<file path="src/rtl/jtoutrun_rom_arb3_if.sv">
// ---------------------------------------------------------------------------
// jtoutrun_rom_arb3_if
// Read-only SDRAM bank port shared by the three ROM slots.
//
//   addr  22  SDRAM word address      (arbiter -> controller)
//   req    1  read request            (arbiter -> controller)
//   ack    1  request accepted        (controller -> arbiter)
//   dst    1  first 16-bit word valid (controller -> arbiter)
//   rdy    1  last word delivered     (controller -> arbiter)
//   read  16  read data               (controller -> arbiter)
//
// master: the arbiter side. slave: the SDRAM controller side.
// ---------------------------------------------------------------------------
interface jtoutrun_rom_arb3_if;
  logic [21:0] addr;
  logic        req;
  logic        ack;
  logic        dst;
  logic        rdy;
  logic [15:0] read;

  modport master (
    output addr,
    output req,
    input  ack,
    input  dst,
    input  rdy,
    input  read
  );

  modport slave (
    input  addr,
    input  req,
    output ack,
    output dst,
    output rdy,
    output read
  );
endinterface

</file>
<file path="src/rtl/jtoutrun_rom_arb3.sv">
// ---------------------------------------------------------------------------
// jtoutrun_rom_arb3
// Three-slot read-only ROM arbiter in front of one SDRAM bank. Every slot
// owns a one-entry cache (address, data, valid). A slot whose request misses
// its cache becomes pending; pending slots are served one transfer at a time
// in round-robin order.
//
// Ports
//   clk              system clock
//   rst              asynchronous reset, active low
//   slotN_addr  AWN  read address (DW-wide words), N = 0..2
//   slotN_cs         slot request enable
//   slotN_clr        invalidate the slot cache on the next edge
//   slotN_ok         slotN_dout is valid for slotN_addr (combinational hit)
//   slotN_dout  DW   cached data
//   sdram            SDRAM bank port (see jtoutrun_rom_arb3_if)
//
// States
//   IDLE      | no transfer in flight; pick the next pending slot
//   WAIT_ACK  | sdram.req held high with a stable address until ack
//   WAIT_DATA | collect dst/next word into the granted slot until rdy
// ---------------------------------------------------------------------------
module jtoutrun_rom_arb3 #(
  parameter int          AW0     = 19,
  parameter int          AW1     = 19,
  parameter int          AW2     = 19,
  parameter int          DW      = 32,
  parameter logic [21:0] OFFSET0 = 22'h0,
  parameter logic [21:0] OFFSET1 = 22'h0,
  parameter logic [21:0] OFFSET2 = 22'h0
) (
  input  logic                    clk,
  input  logic                    rst,

  input  logic [AW0-1:0]          slot0_addr,
  input  logic                    slot0_cs,
  input  logic                    slot0_clr,
  output logic                    slot0_ok,
  output logic [DW-1:0]           slot0_dout,

  input  logic [AW1-1:0]          slot1_addr,
  input  logic                    slot1_cs,
  input  logic                    slot1_clr,
  output logic                    slot1_ok,
  output logic [DW-1:0]           slot1_dout,

  input  logic [AW2-1:0]          slot2_addr,
  input  logic                    slot2_cs,
  input  logic                    slot2_clr,
  output logic                    slot2_ok,
  output logic [DW-1:0]           slot2_dout,

  jtoutrun_rom_arb3_if.master     sdram
);

  localparam int AWM01 = (AW0 > AW1) ? AW0 : AW1;
  localparam int AWM   = (AWM01 > AW2) ? AWM01 : AW2;

  typedef enum logic [1:0] {
    IDLE      = 2'd0,
    WAIT_ACK  = 2'd1,
    WAIT_DATA = 2'd2
  } state_t;

  state_t          state;

  logic [AW0-1:0]  cached0;
  logic [AW1-1:0]  cached1;
  logic [AW2-1:0]  cached2;
  // Data is kept 32 bits wide regardless of DW; for DW=16 the upper half is
  // simply never written.
  logic [31:0]     data0;
  logic [31:0]     data1;
  logic [31:0]     data2;
  logic [2:0]      valid;

  logic [2:0]      hit;
  logic [2:0]      pending;
  logic            any_pend;
  logic [1:0]      ptr;
  logic [1:0]      gnt;
  logic [1:0]      next_gnt;
  logic [AWM-1:0]  req_addr;
  logic [AWM-1:0]  next_addr;
  logic [21:0]     next_sdaddr;
  logic            hi_pend;

  // ---------------------------------------------------------------------
  // Hit detection: zero latency, straight from the registered cache.
  // ---------------------------------------------------------------------
  assign hit[0] = slot0_cs & valid[0] & (slot0_addr == cached0);
  assign hit[1] = slot1_cs & valid[1] & (slot1_addr == cached1);
  assign hit[2] = slot2_cs & valid[2] & (slot2_addr == cached2);

  assign pending  = {slot2_cs, slot1_cs, slot0_cs} & ~hit;
  assign any_pend = |pending;

  assign slot0_ok   = hit[0];
  assign slot1_ok   = hit[1];
  assign slot2_ok   = hit[2];
  assign slot0_dout = data0[DW-1:0];
  assign slot1_dout = data1[DW-1:0];
  assign slot2_dout = data2[DW-1:0];

  // ---------------------------------------------------------------------
  // Round-robin pick: search starts at the slot after the last grant.
  // ---------------------------------------------------------------------
  always_comb begin
    next_gnt = 2'd0;
    case (ptr)
      2'd0:    next_gnt = pending[1] ? 2'd1 : (pending[2] ? 2'd2 : 2'd0);
      2'd1:    next_gnt = pending[2] ? 2'd2 : (pending[0] ? 2'd0 : 2'd1);
      default: next_gnt = pending[0] ? 2'd0 : (pending[1] ? 2'd1 : 2'd2);
    endcase
  end

  // Slot addresses count DW-wide words; the SDRAM counts 16-bit words.
  function automatic logic [21:0] word_addr(input logic [21:0] a);
    return (DW == 32) ? {a[20:0], 1'b0} : a;
  endfunction

  always_comb begin
    next_addr   = '0;
    next_sdaddr = '0;
    case (next_gnt)
      2'd1: begin
        next_addr   = AWM'(slot1_addr);
        next_sdaddr = OFFSET1 + word_addr(22'(slot1_addr));
      end
      2'd2: begin
        next_addr   = AWM'(slot2_addr);
        next_sdaddr = OFFSET2 + word_addr(22'(slot2_addr));
      end
      default: begin
        next_addr   = AWM'(slot0_addr);
        next_sdaddr = OFFSET0 + word_addr(22'(slot0_addr));
      end
    endcase
  end

  // ---------------------------------------------------------------------
  // Transfer FSM and cache update
  // ---------------------------------------------------------------------
  always_ff @(posedge clk or negedge rst) begin
    if (!rst) begin
      state      <= IDLE;
      ptr        <= 2'd0;
      gnt        <= 2'd0;
      req_addr   <= '0;
      hi_pend    <= 1'b0;
      valid      <= 3'b000;
      cached0    <= '0;
      cached1    <= '0;
      cached2    <= '0;
      data0      <= '0;
      data1      <= '0;
      data2      <= '0;
      sdram.req  <= 1'b0;
      sdram.addr <= '0;
    end else begin
      case (state)
        IDLE: begin
          if (any_pend) begin
            gnt        <= next_gnt;
            ptr        <= next_gnt;
            req_addr   <= next_addr;
            sdram.addr <= next_sdaddr;
            sdram.req  <= 1'b1;
            // The data register is overwritten during the fill, so the old
            // entry must not be able to hit in the meantime.
            valid[next_gnt] <= 1'b0;
            state      <= WAIT_ACK;
          end
        end

        WAIT_ACK: begin
          if (sdram.ack) begin
            sdram.req <= 1'b0;
            state     <= WAIT_DATA;
          end
        end

        WAIT_DATA: begin
          if (hi_pend) begin
            hi_pend <= 1'b0;
            case (gnt)
              2'd1:    data1[31:16] <= sdram.read;
              2'd2:    data2[31:16] <= sdram.read;
              default: data0[31:16] <= sdram.read;
            endcase
          end
          if (sdram.dst) begin
            hi_pend <= (DW == 32);
            case (gnt)
              2'd1:    data1[15:0] <= sdram.read;
              2'd2:    data2[15:0] <= sdram.read;
              default: data0[15:0] <= sdram.read;
            endcase
          end
          if (sdram.rdy) begin
            hi_pend <= 1'b0;
            case (gnt)
              2'd1:    cached1 <= req_addr[AW1-1:0];
              2'd2:    cached2 <= req_addr[AW2-1:0];
              default: cached0 <= req_addr[AW0-1:0];
            endcase
            valid[gnt] <= 1'b1;
            state      <= IDLE;
          end
        end

        default: state <= IDLE;
      endcase

      // Placed last so a clear coinciding with the fill of the same slot wins.
      if (slot0_clr) valid[0] <= 1'b0;
      if (slot1_clr) valid[1] <= 1'b0;
      if (slot2_clr) valid[2] <= 1'b0;
    end
  end

endmodule
</file>
<file path="src/flat_wrapper.sv">
// flat-port wrapper written by rule: the top's interface ports become plain ports
module jtoutrun_rom_arb3_flat 
#(
  parameter int          AW0     = 19,
  parameter int          AW1     = 19,
  parameter int          AW2     = 19,
  parameter int          DW      = 32,
  parameter logic [21:0] OFFSET0 = 22'h0,
  parameter logic [21:0] OFFSET1 = 22'h0,
  parameter logic [21:0] OFFSET2 = 22'h0
)
  (clk, rst, slot0_addr, slot0_cs, slot0_clr, slot0_ok, slot0_dout, slot1_addr, slot1_cs, slot1_clr, slot1_ok, slot1_dout, slot2_addr, slot2_cs, slot2_clr, slot2_ok, slot2_dout, sdram_addr, sdram_req, sdram_ack, sdram_dst, sdram_rdy, sdram_read);
  jtoutrun_rom_arb3_if sdram_i ();
  input  logic clk;
  input  logic rst;
  input  logic [AW0-1:0] slot0_addr;
  input  logic slot0_cs;
  input  logic slot0_clr;
  output logic slot0_ok;
  output logic [DW-1:0] slot0_dout;
  input  logic [AW1-1:0] slot1_addr;
  input  logic slot1_cs;
  input  logic slot1_clr;
  output logic slot1_ok;
  output logic [DW-1:0] slot1_dout;
  input  logic [AW2-1:0] slot2_addr;
  input  logic slot2_cs;
  input  logic slot2_clr;
  output logic slot2_ok;
  output logic [DW-1:0] slot2_dout;
  output wire logic [$bits(sdram_i.addr)-1:0] sdram_addr;
  output wire logic [$bits(sdram_i.req)-1:0] sdram_req;
  input wire logic [$bits(sdram_i.ack)-1:0] sdram_ack;
  input wire logic [$bits(sdram_i.dst)-1:0] sdram_dst;
  input wire logic [$bits(sdram_i.rdy)-1:0] sdram_rdy;
  input wire logic [$bits(sdram_i.read)-1:0] sdram_read;
  assign sdram_addr = sdram_i.addr;
  assign sdram_req = sdram_i.req;
  assign sdram_i.ack = sdram_ack;
  assign sdram_i.dst = sdram_dst;
  assign sdram_i.rdy = sdram_rdy;
  assign sdram_i.read = sdram_read;
  jtoutrun_rom_arb3 #(.AW0(AW0), .AW1(AW1), .AW2(AW2), .DW(DW), .OFFSET0(OFFSET0), .OFFSET1(OFFSET1), .OFFSET2(OFFSET2)) u_core (.clk(clk), .rst(rst), .slot0_addr(slot0_addr), .slot0_cs(slot0_cs), .slot0_clr(slot0_clr), .slot0_ok(slot0_ok), .slot0_dout(slot0_dout), .slot1_addr(slot1_addr), .slot1_cs(slot1_cs), .slot1_clr(slot1_clr), .slot1_ok(slot1_ok), .slot1_dout(slot1_dout), .slot2_addr(slot2_addr), .slot2_cs(slot2_cs), .slot2_clr(slot2_clr), .slot2_ok(slot2_ok), .slot2_dout(slot2_dout), .sdram(sdram_i));
endmodule
</file>
<file path="config.mk">
export PLATFORM = sky130hd
export DESIGN_NAME = jtoutrun_rom_arb3_flat
export DESIGN_NICKNAME = d
export VERILOG_FILES = /design/src/rtl/jtoutrun_rom_arb3_if.sv /design/src/rtl/jtoutrun_rom_arb3.sv /design/src/flat_wrapper.sv
export SDC_FILE = /design/constraint.sdc
export NUM_CORES = 1
export LEC_CHECK = 0
export BUFFER_PORTS_ARGS = -buffer_cell sky130_fd_sc_hd__clkbuf_2
export CAP_MARGIN = 40
export CORE_UTILIZATION = 53
export DETAILED_ROUTE_END_ITERATION = 6
export HOLD_SLACK_MARGIN = 0.12
export PLACE_DENSITY = 0.81
export SLEW_MARGIN = 20
export SYNTH_ARGS = -nofsm -noshare
export SYNTH_HDL_FRONTEND = slang
export SYNTH_SLANG_ARGS = --single-unit
</file>
<file path="constraint.sdc">
create_clock -name clk -period 4.52 [get_ports clk]
set_clock_uncertainty 0.05 [all_clocks]
set_input_delay 0.452 -clock clk [delete_from_list [all_inputs] [get_ports clk]]
set_output_delay 0.452 -clock clk [all_outputs]
set_load 0.1 [all_outputs]
</file>
=== Word level (Yosys, flattened, before mapping) ===
Index checks and enable logic that the tools add are counted.

* Bits of input ports: 84
* Flip-flop bits (word level): 203
* RAM bits: 0
* Word-level logic and storage cells: 105
* Memory bits (read-only): 0
* Latch bits: 0
* Memories: 0

* Reductions and logical operators: 25
* Multipliers: 0
* Muxes and demuxes: 28
* Divide/modulo/power cells: 0
* Equal/unequal tests: 18
* Bitwise gates (word level): 12
* Shift-type cells: 0
* Add/subtract/negate cells: 0
* Magnitude comparators: 4

{| class="wikitable"
|+ Operators by type and width
! operator !! number
|-
| == test 19 bit || 3
|-
| AND reduction 3 bit || 14
|-
| case mux 20 bit (2 select lines) || 1
|-
| case mux 19 bit (2 select lines) || 1
|-
| 2-to-1 mux 2 bit || 8
|-
| 2-to-1 mux 1 bit || 10
|-
| != test 3 x 2 -> 1 bit (second input constant) || 3
|-
| != test 3 bit (second input constant) || 3
|-
| nonzero test 3 bit || 3
|-
| AND 1 bit || 6
|-
| AND 3 bit || 2
|-
| == test 2 x 1 -> 1 bit (second input constant) || 3
|-
| == test 2 bit (second input constant) || 3
|-
| less-than comparator 2 x 3 -> 1 bit (second input constant) || 2
|-
| 2-to-1 mux 3 bit || 2
|-
| inverter 3 bit || 2
|-
| case mux 2 bit (3 select lines) || 1
|-
| case mux 3 bit (2 select lines) || 1
|-
| demux 1 bit (select 2 bit) || 2
|-
| >= comparator 2 x 1 -> 1 bit (second input constant) || 2
|-
| logical NOT 2 bit || 2
|-
| != test 2 bit (second input constant) || 2
|-
| case mux 2 bit (2 select lines) || 1
|-
| OR 3 bit || 1
|-
| other kinds (8) || 9
|}

=== Logic depth before layout (Yosys ltp) ===
* Depth in word-level cells: 16
* Mapped depth: 12

=== Worst setup path before layout ===
Ideal clock, no wire load.

* Path kind: input-to-reg
* Start: in slot2_addr[3]
* End: reg u_core.sdram.addr[19]
* Cell stages on the path: 11
* Setup slack: 1.162 ns
* Arrival time: 3.179 ns
* Cells stage by stage: nor2b_1 > a2111o_1 > or4_4 > o21ai_4 > nand3_1 > o21a_1 > ha_1 > clkbuf_1 > buf_1 > a21oi_1 > mux2_1

* Word-level cells in the longest chain between the ends: 9
* Elaborated cells on any way between the ends: 13

{| class="wikitable"
|+ RTL lines
! item !! RTL line !! source
|-
| start, declared || flat_wrapper.sv:26 || <nowiki>input logic [AW2-1:0] slot2_addr;</nowiki>
|-
| == test 19 bit * || jtoutrun_rom_arb3.sv:93 || <nowiki>assign hit[2] = slot2_cs & valid[2] & (slot2_addr == cached2);</nowiki>
|-
| AND 1 bit * || jtoutrun_rom_arb3.sv:93 ||
|-
| inverter 3 bit * || jtoutrun_rom_arb3.sv:95 || <nowiki>assign pending = {slot2_cs, slot1_cs, slot0_cs} & ~hit;</nowiki>
|-
| AND 3 bit * || jtoutrun_rom_arb3.sv:95 ||
|-
| 2-to-1 mux 2 bit (2 in series) || jtoutrun_rom_arb3.sv:111 || <nowiki>2'd0: next_gnt = pending[1] ? 2'd1 : (pending[2] ? 2'd2 : 2'd0);</nowiki>
|-
| case mux 2 bit (2 select lines) || jtoutrun_rom_arb3.sv:110 || <nowiki>case (ptr)</nowiki>
|-
| == test 2 bit or == test 2 x 1 -> 1 bit (tied branches) || jtoutrun_rom_arb3.sv:125 || <nowiki>case (next_gnt)</nowiki>
|-
| case mux 20 bit (2 select lines) || jtoutrun_rom_arb3.sv:125 ||
|-
| end signal, assigned || jtoutrun_rom_arb3.sv:167 || <nowiki>sdram.addr <= next_sdaddr;</nowiki>
|-
| end, declared || jtoutrun_rom_arb3_if.sv:23 || <nowiki>output addr,</nowiki>
|}

Every way passes the cells marked *; elsewhere a longest branch is shown, timed or not.
A chain may end at the register's enable or synchronous reset.

=== Worst setup path after layout ===
* Start: reg u_core.cached2[3]
* End: reg u_core.sdram.addr[9]

* Word-level cells in the longest chain between the ends: 9
* Elaborated cells on any way between the ends: 13

{| class="wikitable"
|+ RTL lines
! item !! RTL line !! source
|-
| start, declared || jtoutrun_rom_arb3.sv:69 || <nowiki>logic [AW2-1:0] cached2;</nowiki>
|-
| start signal, assigned || jtoutrun_rom_arb3.sv:204 || <nowiki>2'd2: cached2 <= req_addr[AW2-1:0];</nowiki>
|-
| == test 19 bit * || jtoutrun_rom_arb3.sv:93 ||
|-
| AND 1 bit * || jtoutrun_rom_arb3.sv:93 ||
|-
| inverter 3 bit * || jtoutrun_rom_arb3.sv:95 ||
|-
| AND 3 bit * || jtoutrun_rom_arb3.sv:95 ||
|-
| 2-to-1 mux 2 bit (2 in series) || jtoutrun_rom_arb3.sv:111 ||
|-
| case mux 2 bit (2 select lines) || jtoutrun_rom_arb3.sv:110 ||
|-
| == test 2 bit or == test 2 x 1 -> 1 bit (tied branches) || jtoutrun_rom_arb3.sv:125 ||
|-
| case mux 20 bit (2 select lines) || jtoutrun_rom_arb3.sv:125 ||
|}

Marked as above.

==> summary.md <==
| Metric | Value |
|---|---|
| Signed area change from the synthesized netlist to the final layout | 24.0% |
| Post-detailed-route count of antenna-violating nets | 0 |
| Level count of the clock H-tree | 4 |
| Setup CP Type | flop to flop |
| Path category of the worst min-delay check | input pin to flop |
| Category of the worst setup path launch point | flop |
| Proportion of synthesized area in mux cells | 0.248 |
| Top cells by area in the synthesized netlist | sky130_fd_sc_hd__dfrtp_1 (56%), sky130_fd_sc_hd__mux2_2 (21%), sky130_fd_sc_hd__xor2_1 (3.2%) |
| Seq cells post-synth | 181 |
| Worst Hold Launch | sdram_ack |
| I/O pins | 206 |
| Top cell by count, worst path | sky130_fd_sc_hd__nor2b_1 |
| Count of nets after finishing | 887 |
| DP HPWL | 14,800 um |
| Post-synthesis area per instance | 13.8 um^2 |
| Average detailed-routed wire length per instance | 20.5 um |
| Buffer cell driving the clock tree root | sky130_fd_sc_hd__clkbuf_16 |
| Async set or reset register ratio after synthesis | 1.00 |
| Number of distinct library cells after synthesis | 46 |
| Clock latency reported for the late side of the worst-skew pair | 0.43 ns |
| Port buffer count | just over 200 |
| Die Footprint | 15,700 um^2 |
| Max-slew violation count | 0 |
| Routed Wire Length | 20,300 um |
| Critical Path Sink Type | flop |
| Sequential area share after synthesis | 0.563 |
| Standard cell core area | ~15,000 um^2 |
| Drt initial violations | 386 |
| Time the worst path needs with I/O delays and setup | 3.58 ns |
| Clock tree buffer depth | 2 |
| Number of synthesized flops with an enable pin | 0 |
| Source of the worst register-to-register timing path | u_core.cached2[3]$_DFFE_PN0P_ |
| First-pass detailed-route iteration total | 7 |
| Number of cells on the worst hold path | 3 |
| Die width | 125 um |
| Fraction of final layout cells sized beyond drive strength 1 | 0.524 |
| TritonCTS buffer count | 17 |
| Starting utilization of the core area | 0.549 |
| Failing checks | design-rule violations |
| Area share of the leading cell type in the synthesized netlist | 0.563 |
| Global-route wire length before repair | 32,800 um |
| Largest net degree at the start of global routing | 101 |
| Xor/xnor share of the synthesized area | 0.0599 |
| Number of global-route vias before repair | 6,109 |
| Final setup TNS | 0 ns |
| DRC violations left | 24 |
| Register-to-register setup slack | 0.94 ns |
| # fillers | 1,018 |
| End of the worst register-to-register path | u_core.sdram.addr[9]$_DFFE_PN0P_ |
| Number of diodes | 0 |
| Dominant cell type by area after synthesis | sky130_fd_sc_hd__dfrtp_1 |
| Clock tree from TritonCTS | built |
| RSZ-0062 raised after global routing | false |
| Slew margin rel. | 0.501 |
| List of cells traversed by the critical path | nor2b_1, a2111o_1, or4_4, o21ai_4, a311o_1, nor2b_1, ha_1, buf_12, nor2_1, a21oi_1, mux2_4 |
| Worst Path Max Fanout | 20 |
| Count of standard-cell rows | 44 |
| Netlist Area Pre-Place | 8040 um^2 |
| Clock transition at the registers of the reported paths | roughly 0.070 ns |
| Max Cap Violations | 0 |
| Data required, critical path | 4.79 ns |
| Via count | 5,643 |
| Upper clock frequency limit | 279 MHz |
| Number of antenna violations at the first check in global routing | 0 |
| Cell class contributing the biggest share of worst-path delay | simple AND/OR/NAND/NOR gates |
| Area fraction in compound gates after synthesis | 0.0569 |
| Worst min-delay path endpoint | u_core.state[0]$_DFFE_PN0P_ |
| Clock sink count | 181 |
| Count of instances resized after the clock tree is built | 0 |
| Worst path bufs/invs | 1 |
| Pin slew with the least headroom to its limit | 0.748 ns |
| Reg2reg path depth | 11 |
| Final setup violation count | 0 |
| Hold Fails Final Rpt | 0 |
| Dominant combinational cell family by area after synthesis | multiplexers |
| DR vias/cell | 5.68 |
| Crit share post-route | 0.793 |
| Chip Height | 125 um |
| Overall Global Routing Usage | 0.274 |
| Number of instances in the synthesized netlist | 581 |
| Arrival @ worst endpoint | 3.85 ns |
| Remaining Overflow, GRT | 0 |
| Gpl congestion | roughly 0.86 |
| Max incr delay on CP | ~0.58 ns |
| Simple-gate share of the synthesized area | 0.0420 |
| Top flip-flop cell by instance count after synthesis | sky130_fd_sc_hd__dfrtp_1 |
| Result of the run | finished, violations left |
| Area share of fa/ha/maj cells after synthesis | 0.00933 |
| Highest-delay cell along the critical path | sky130_fd_sc_hd__or4_4 |
| Yosys synthesis warning count | 0 |
-- worst min-delay path, delay by kind of cell --
family	cells	cell delay, ns
AO/OA/AOI/OAI	2	0.15
buffers and inverters	1	0.10
-- metal layers --
metal	routed length, um	share of wire	global-route usage
met5	0	0	0
met4	508	0.025	0.107
met3	1490	0.073	0.0796
met2	10100	0.49	0.458
met1	8290	0.41	0.336
-- state kept, by name, indices dropped and copies added (netlist names) --
register           flops
u_core.cached2        19
u_core.cached1        19
u_core.hi_pend         1
u_core.slot2_dout     32
u_core.state           2
u_core.slot0_dout     32
u_core.cached0        19
u_core.ptr             2
u_core.slot1_dout     32
u_core.sdram.req       1
u_core.valid           3
u_core.sdram.addr     19
-- layout make-up --
| type | instances | area, um^2 | area share |
|---|---|---|---|
| clock inverter | 12 | 120 | 0.0120 |
| timing repair buffer | 221 | 1260 | 0.126 |
| sequential | 181 | 4530 | 0.454 |
| tap | 184 | 230 | 0.0231 |
| multi-input combinational | 366 | 3370 | 0.337 |
| inverter | 10 | 37.5 | 0.00376 |
| clock buffer | 19 | 433 | 0.0434 |
-- worst max path at each step --
stage	from	endpoint	cells past startpoint
after floorplan	slot2_addr[3]	u_core.sdram.addr[19]$_DFFE_PN0P_	11
after global placement	slot2_addr[3]	u_core.sdram.addr[10]$_DFFE_PN0P_	11
after detailed placement	slot2_addr[3]	u_core.sdram.addr[11]$_DFFE_PN0P_	12
after CTS	u_core.cached2[3]$_DFFE_PN0P_	u_core.sdram.addr[9]$_DFFE_PN0P_	11
after global routing	u_core.cached0[9]$_DFFE_PN0P_	u_core.sdram.addr[14]$_DFFE_PN0P_	10
final	u_core.cached2[3]$_DFFE_PN0P_	u_core.sdram.addr[9]$_DFFE_PN0P_	11
-- layout by cell type, fill, tap and decap left out, types with 4 or more instances in the layout --
| cell type | count |
|---|---|
| sky130_fd_sc_hd__a21oi_1 | 23 |
| sky130_fd_sc_hd__a22oi_1 | 19 |
| sky130_fd_sc_hd__buf_4 | 6 |
| sky130_fd_sc_hd__buf_6 | 5 |
| sky130_fd_sc_hd__clkbuf_16 | 17 |
| sky130_fd_sc_hd__clkbuf_2 | 201 |
| sky130_fd_sc_hd__dfrtp_1 | 181 |
| sky130_fd_sc_hd__dlygate4sd3_1 | 4 |
| sky130_fd_sc_hd__ha_1 | 6 |
| sky130_fd_sc_hd__inv_1 | 10 |
| sky130_fd_sc_hd__inv_6 | 4 |
| sky130_fd_sc_hd__mux2_2 | 153 |
| sky130_fd_sc_hd__mux2_4 | 16 |
| sky130_fd_sc_hd__nand2_1 | 6 |
| sky130_fd_sc_hd__nand3_1 | 10 |
| sky130_fd_sc_hd__nand4_1 | 5 |
| sky130_fd_sc_hd__nor2_1 | 25 |
| sky130_fd_sc_hd__nor2b_1 | 4 |
| sky130_fd_sc_hd__nor4_1 | 7 |
| sky130_fd_sc_hd__xnor2_1 | 26 |
| sky130_fd_sc_hd__xor2_1 | 29 |
-- synth_stat cells (all sizes together) (2+ instances only) --
master / instances
nand2: 6
nor3: 2
nor4: 7
nor2b: 4
a31oi: 2
xnor2: 26
inv: 10
nand3: 10
mux2: 172
o21ai: 5
a221oi: 2
a22oi: 19
nand4: 5
or4: 2
dfrtp: 181
clkbuf: 20
nor2: 25
nand2b: 3
ha: 6
a21oi: 23
buf: 6
xor2: 29
-- metrics by stage --
step                instance area, um^2  worst slack [ns]  hold WS (ns)  utilization  std cells
global placement                   9270             0.924         0.439        0.633        951
global route                       9970             0.822         0.264        0.681        993
floorplan                          8050              1.16         0.106            -        583
detailed placement                 9340             0.820         0.445        0.638        956
CTS                                9930             0.987         0.250        0.678        991
finish                             9970             0.938         0.268        0.681        993
-- cells by family after synthesis --
family / after synthesis
AOI/OAI and AO/OA: 63
xor gates and xnor gates: 55
adders and majority gates: 6
buffers and inverters: 36
DFF: 181
muxes: 172
other: 1
and+or+nand+nor: 67
-- what timing repair did --
action,4_1_cts,5_1_grt
hold endpoints to repair,84,0
hold buffers,4,0
endpoints found under the setup margin,0,0
setup buffers,0,0
Power is left out: the tool's default activity adds up to more than one toggle a clock period on the data nets, which glitch-free logic cannot reach.
